`config.mk`:
```
export PLATFORM = sky130hd
export DESIGN_NAME = axis_credit_flit_tx
export DESIGN_NICKNAME = d
export VERILOG_FILES = /design/src/rtl/noc_link_pkg.sv /design/src/rtl/noc_credit_counter.sv /design/src/rtl/axis_credit_flit_tx.sv
export SDC_FILE = /design/constraint.sdc
export NUM_CORES = 1
export LEC_CHECK = 0
export BUFFER_PORTS_ARGS = -buffer_cell sky130_fd_sc_hd__buf_4
export CORE_MARGIN = 2
export CORE_UTILIZATION = 41
export DETAILED_ROUTE_END_ITERATION = 8
export PLACE_DENSITY = 0.84
export SKIP_LAST_GASP = 1
export SYNTH_ARGS = -nofsm -noshare
export SYNTH_HDL_FRONTEND = slang
export SYNTH_SLANG_ARGS = --single-unit
```
`constraint.sdc`:
```
create_clock -name clk_noc -period 2.4 [get_ports clk_noc]
set_input_delay 0.24 -clock clk_noc [delete_from_list [all_inputs] [get_ports clk_noc]]
set_output_delay 0.24 -clock clk_noc [all_outputs]
set_load 0.1 [all_outputs]
```
`src/rtl/noc_link_pkg.sv`:
```
// Shared NoC link types: flit layout, wormhole packet state and credit sizing.
// Used by both the flit transmitter and the receive-side credit logic.
package noc_link_pkg;

  localparam int FLIT_DATA_W = 64;
  localparam int FLIT_DEST_W = 4;

  typedef struct packed {
    logic [FLIT_DATA_W-1:0] data;
    logic [FLIT_DEST_W-1:0] dest;
    logic                   is_tail;
  } flit_t;

  typedef enum logic {
    HEAD = 1'b0,
    BODY = 1'b1
  } pkt_state_t;

  // Counter must hold every value from 0 up to and including the buffer depth.
  function automatic int credit_width(input int depth);
    return $clog2(depth + 1);
  endfunction

endpackage

```
`src/rtl/noc_credit_counter.sv`:
```
// Up/down credit counter saturating at 0 and MAX_COUNT; next-cycle update, never stalls.
// An increment while already at MAX_COUNT is dropped and sets the sticky ovf flag.
module noc_credit_counter #(
  parameter int MAX_COUNT   = 4,
  parameter int WIDTH       = 3,
  parameter int RESET_COUNT = MAX_COUNT
) (
  input  logic             clk,
  input  logic             rst,
  input  logic             inc,
  input  logic             dec,
  output logic [WIDTH-1:0] count,
  output logic             ovf
);

  localparam logic [WIDTH-1:0] MAX_C = WIDTH'(MAX_COUNT);
  localparam logic [WIDTH-1:0] RST_C = WIDTH'(RESET_COUNT);

  always_ff @(posedge clk or posedge rst) begin
    if (rst) begin
      count <= RST_C;
      ovf   <= 1'b0;
    end else if (inc && !dec) begin
      if (count == MAX_C) ovf <= 1'b1;
      else                count <= count + 1'b1;
    end else if (dec && !inc && (count != '0)) begin
      count <= count - 1'b1;
    end
  end

endmodule

```
`src/rtl/axis_credit_flit_tx.sv`:
```
// AXI-Stream to credit-based flit link; one registered flit per accepted beat, 1-cycle latency.
// tready is high whenever a credit is held and depends only on registered state.
module axis_credit_flit_tx
  import noc_link_pkg::*;
#(
  parameter int TDATA_WIDTH       = 64,
  parameter int TDEST_WIDTH       = 2,
  parameter int TID_WIDTH         = 2,
  parameter int DEST_WIDTH        = TDEST_WIDTH + TID_WIDTH,
  parameter int FLIT_BUFFER_DEPTH = 4,
  parameter int CREDIT_WIDTH      = credit_width(FLIT_BUFFER_DEPTH)
) (
  input  logic                    clk_noc,
  input  logic                    rst_noc,
  input  logic                    axis_in_tvalid,
  output logic                    axis_in_tready,
  input  logic [TDATA_WIDTH-1:0]  axis_in_tdata,
  input  logic                    axis_in_tlast,
  input  logic [TID_WIDTH-1:0]    axis_in_tid,
  input  logic [TDEST_WIDTH-1:0]  axis_in_tdest,
  output logic [TDATA_WIDTH-1:0]  data_out,
  output logic [DEST_WIDTH-1:0]   dest_out,
  output logic                    is_tail_out,
  output logic                    send_out,
  input  logic                    credit_in,
  output logic [CREDIT_WIDTH-1:0] credits_avail,
  output logic                    pkt_active,
  output logic                    err_credit_ovf
);

  typedef struct packed {
    logic [TDATA_WIDTH-1:0] data;
    logic [DEST_WIDTH-1:0]  dest;
    logic                   is_tail;
  } link_flit_t;

  pkt_state_t             state;
  link_flit_t             flit_q;
  logic [DEST_WIDTH-1:0]  head_dest;
  logic [DEST_WIDTH-1:0]  beat_dest;
  logic                   fire;

  assign axis_in_tready = (credits_avail != '0);
  assign fire           = axis_in_tvalid && axis_in_tready;
  assign beat_dest      = {axis_in_tid, axis_in_tdest};

  noc_credit_counter #(
    .MAX_COUNT   (FLIT_BUFFER_DEPTH),
    .WIDTH       (CREDIT_WIDTH),
    .RESET_COUNT (FLIT_BUFFER_DEPTH)
  ) u_credits (
    .clk   (clk_noc),
    .rst   (rst_noc),
    .inc   (credit_in),
    .dec   (fire),
    .count (credits_avail),
    .ovf   (err_credit_ovf)
  );

  // Wormhole tracking: only the head beat's tid/tdest routes the packet.
  always_ff @(posedge clk_noc or posedge rst_noc) begin
    if (rst_noc) begin
      state     <= HEAD;
      head_dest <= '0;
      flit_q    <= '0;
      send_out  <= 1'b0;
    end else begin
      send_out <= fire;
      if (fire) begin
        flit_q.data    <= axis_in_tdata;
        flit_q.is_tail <= axis_in_tlast;
        unique case (state)
          HEAD: begin
            flit_q.dest <= beat_dest;
            if (!axis_in_tlast) begin
              head_dest <= beat_dest;
              state     <= BODY;
            end
          end
          BODY: begin
            flit_q.dest <= head_dest;
            if (axis_in_tlast) state <= HEAD;
          end
          default: state <= HEAD;
        endcase
      end
    end
  end

  assign data_out    = flit_q.data;
  assign dest_out    = flit_q.dest;
  assign is_tail_out = flit_q.is_tail;
  assign pkt_active  = (state == BODY);

endmodule

```
# Yosys cells after proc, flatten, opt, wreduce, memory -nomap -nowiden
# Index checks and enable logic that the tools add are counted.
# totals
regBits	79
latch_bits	0
ram_bits	0
romBits	0
elab_cells	30
mem_count	0
# classes
addsub	2
n_mul	0
n_div	0
magnitude_cmp	0
eq_ne	2
n_shift	0
n_mux	5
bitwise	2
reduce_logical	11
# op_table
cell	n
two-way mux 3 bit	3
one-hot mux 4 bit (2 select lines)	1
logical AND 1 bit	4
AND reduction 2 bit	2
adder 3 x 1 -> 3 bit (second input constant)	1
equality test 3 bit (second input constant)	1
AND reduction 3 bit	1
nonzero test 3 bit	1
subtractor 3 x 1 -> 3 bit (second input constant)	1
logical NOT 1 bit	2
inequality test 2 bit (second input constant)	1
NOT 1 bit	2
nonzero test 2 bit	1
two-way mux 1 bit	1

# Depth between registers and ports, before layout
# logic_depth
depth_word	6
depth_mapped	9
ltp_nobuf	6

# By module
# A second synthesis with hierarchy kept.
# hier_totals
cells_unflattened	335
hier_area_um2	3164.3
# by_module_without_submodules
mod	instances	cells_each	area_per_inst_um2
axis_credit_flit_tx	1	309	2912.8
noc_credit_counter	1	26	251.5

# Least setup slack after synthesis
# OpenSTA, ideal clock, no wires.
# synth_timing
path_type	register to register
startpoint	register u_credits.count[1]
endpoint	register u_credits.count[2]
setup_time_ns	0.083
t_arrival_ns	2.500
t_required_ns	2.317
path_slack_ns	-0.183
stages_incl_launch_ff	8
n_path_buf	2
path_cell_list	dfrtp_1 o31ai_4 buf_2 buf_2 nand2_1 fa_1 a221o_1 o211ai_1
# synth_via
elab_chain_len	6
elab_cells_between_ends	15
classes_between	add/sub (2); eq/ne (2); mux (3); reduce/logical (8)
# synth_lines
item	line_no	rtl
from (decl)	noc_credit_counter.sv:12	output logic [WIDTH-1:0] count,
from (signal assigned)	noc_credit_counter.sv:25	else count <= count + 1'b1;
from (signal assigned)	noc_credit_counter.sv:27	count <= count - 1'b1;
branches (longest 6 deep; another with subtractor 3 x 1 -> 3 bit)	n/a	
# Parallel ways; which one is timed is not known. The select of a mux whose other input is x is not followed.
# A chain may end at the register's enable or synchronous reset.

# Final worst setup path
# Ends and elaborated chain as after synthesis.

==> results.toml <==
[outcome]
run_status = "finished, final reports clean"

[die]
io_pins = 149
rows = 31
die_w_um = 91.4
die_h_um = 91.4
coreArea_um2 = 7330
die_area_um2 = 8360
start_util_pct = 42.8

[yosys]
synthSimpleGateAreaFrac_pct = 26.0
synth-compound-area-share_pct = 3.51
syn_area_per_cell_um2 = 9.30
synth_adder_area_share_pct = 0.639
synth_mux_area_share_pct = 3.19
yosysUniqueCellTypes = 24
yosys_warnings = 0
synth_xor_area_share_pct = 0.559
syn-cell-area_um2 = 3130
synth_top_family_by_area = "simple AND/OR/NAND/NOR gates"
synth_cells = 337
ys_seq_area_share_pct = 63.1
synth_nets = 411
ys_ff_latch = 79

[clocking]
clock_latency_ps = 330
cts_tree = "yes"
hold_buffers = 0
numCtsBuffers = 9
clkTransAtPathRegs_ps = 80
clkSinkCount = 79
cts_root_buf = "clkbuf_8"
ctsResizeCount = 0
clk_path_buf_depth = 2
post_cts_buffers = 0
cts_max_level = 3

[final_layout]
fillers = 624
final_cell_mix = "203 x nand2_1, 153 x buf_4, 76 x dfrtp_1"
diodes = 0
multi_input_area_um2 = 1060
layoutNonFillerInstCount = 588
layout-drive-gt1-share_pct = 37.4
final_common_cell = "nand2_1"
final_nets = 558
ff_latch_area_um2 = 1980
synthToLayoutAreaGrowth_pct = 45.1

[worst_setup_path]
crit_buf_inv = 0
slowest_stage = "dfrtp_2"
cp.required_ps = 2660
cp.arrival_ps = 2210
cp_max_fo = 8
crit_path_end_kind = "register"
startpoint_type = "register"
path_class = "reg -> reg"
cp_slowest_stage_delay_ps = 490
rr_startpoint = "u_credits.count[1]$_DFFE_PP0P_"
cp-startpoint = "u_credits.count[1]$_DFFE_PP0P_"
crit_chain = "o31ai_4 > nand2_1 > fa_1 > nor2_1 > a32oi_1 > o211ai_1"
path_delay_family = "compound AO/OA/AOI/OAI gates"

[timing]
tightestPinTransition_ps = 775
period_share_pct = 81.5
fin_crit_ps = 1960
clock_skew_ps = 9.64
setup_viol = 0
relSlewSlack_pct = 48.3
hold_viol_final = 0
max_freq_mhz = 511
hold_slack_ps = 27.3
slew_viol_final = 0
rsz0062_at_grt = "false"

[routing]
via_per_inst = 4.59
postRouteAntennaNets = 0
num_vias = 2700
drt_iter0_drc = 88
wl_um = 7450
drc_errors = 0
post_drt_wl_per_cell_um = 12.7
dr.pass1.iters = 5

[place]
hpwlAfterDp_um = 5470
numPortBuffers = 148
routabilityCongestion = 0.788
dp_cells = 572

[global_routing]
grt_pass1_wl_um = 12400
grt_overflow = 0
grt.total_usage_pct = 18.2
grt_pass1_vias = 2752
antenna_found_initial = 0
grt_max_degree = 46

[job]
drv_cap = 0

[hold_path]
worstHoldPathType = "in -> async"
-- cell families (layout without fill, tap and decap cells) --
logic type,Yosys count,count (layout)
AND/OR/NAND/NOR,212,212
adder cells (fa/ha/maj),1,1
buffers and inverters,21,173
XOR/XNOR,2,2
multiplexers,8,8
AO/OA/AOI/OAI,14,14
flip-flops,79,79
-- cell type report --
cell class                 instances  share of cell area, %
multi-input combinational        237                   23.4
sequential                        79                   43.6
inverter                           3                  0.275
timing repair buffer             154                   25.7
tap                               99                   2.72
clock inverter                     5                   1.27
clock buffer                      11                   3.11
-- registers in the layout, summed over array words and instances, names as in the netlist --
| name | count |
|---|---|
| is_tail_out | 1 |
| u_credits.ovf | 1 |
| dest_out | 4 |
| pkt_active | 1 |
| send_out | 1 |
| data_out | 64 |
| head_dest | 4 |
| u_credits.count | 3 |
-- layer usage --
| metal | global-route usage [%] | up-vias | wire (µm) |
|---|---|---|---|
| li1 | - | 1333 | - |
| met1 | 22.0 | 1242 | 3090 |
| met2 | 31.5 | 112 | 3650 |
| met3 | 4.81 | 13 | 593 |
| met4 | 5.81 | 0 | 120 |
| met5 | 0 | - | 0 |
-- worst paths after layout --
path	to	slack (ps)	depth (start not counted)
min in group clk_noc	data_out[26]$_DFFE_PP0P_	90	3
max	u_credits.count[2]$_DFFE_PP1P_	440	6
max in group asynchronous	data_out[63]$_DFFE_PP0P_	1740	3
max reg2reg	u_credits.count[2]$_DFFE_PP1P_	440	6
min reg2reg	data_out[21]$_DFFE_PP0P_	480	2
min	data_out[20]$_DFFE_PP0P_	30	2
-- metrics by stage --
stage / setup TNS [ps] / util (%) / worst slack, ps / area [µm²]
finish: 0 / 62.0 / 443 / 4550
global route: 0 / 62.0 / 340 / 4550
CTS: 0 / 62.0 / 454 / 4550
detailed placement: 0 / 59.3 / 478 / 4350
global placement: 0 / 59.3 / 581 / 4350
floorplan: -78.0 / - / -39.0 / 3140
-- cell usage after synthesis (all sizes together) --
master   instances  area, µm²
dfrtp           78       1950
xor2             1       8.76
dfstp            1       26.3
buf             12       60.1
or3              1       11.3
a31o             1       8.76
inv              3       11.3
nand3            3       15.0
fa               1       20.0
mux2             4       60.1
nand2          203        762
mux2i            4       40.0
o211ai           2       15.0
o21ai            6       30.0
a221o            1       10.0
o2111ai          1       8.76
nor2             2       7.51
xnor2            1       8.76
o21a             1       7.51
nor2b            1       6.26
a32oi            1       8.76
o31ai            1       21.3
clkbuf           6       22.5
or2              2       12.5
Power is not shown: default switching activity piles up to over one toggle a cycle in this logic, so the estimate is an artifact.
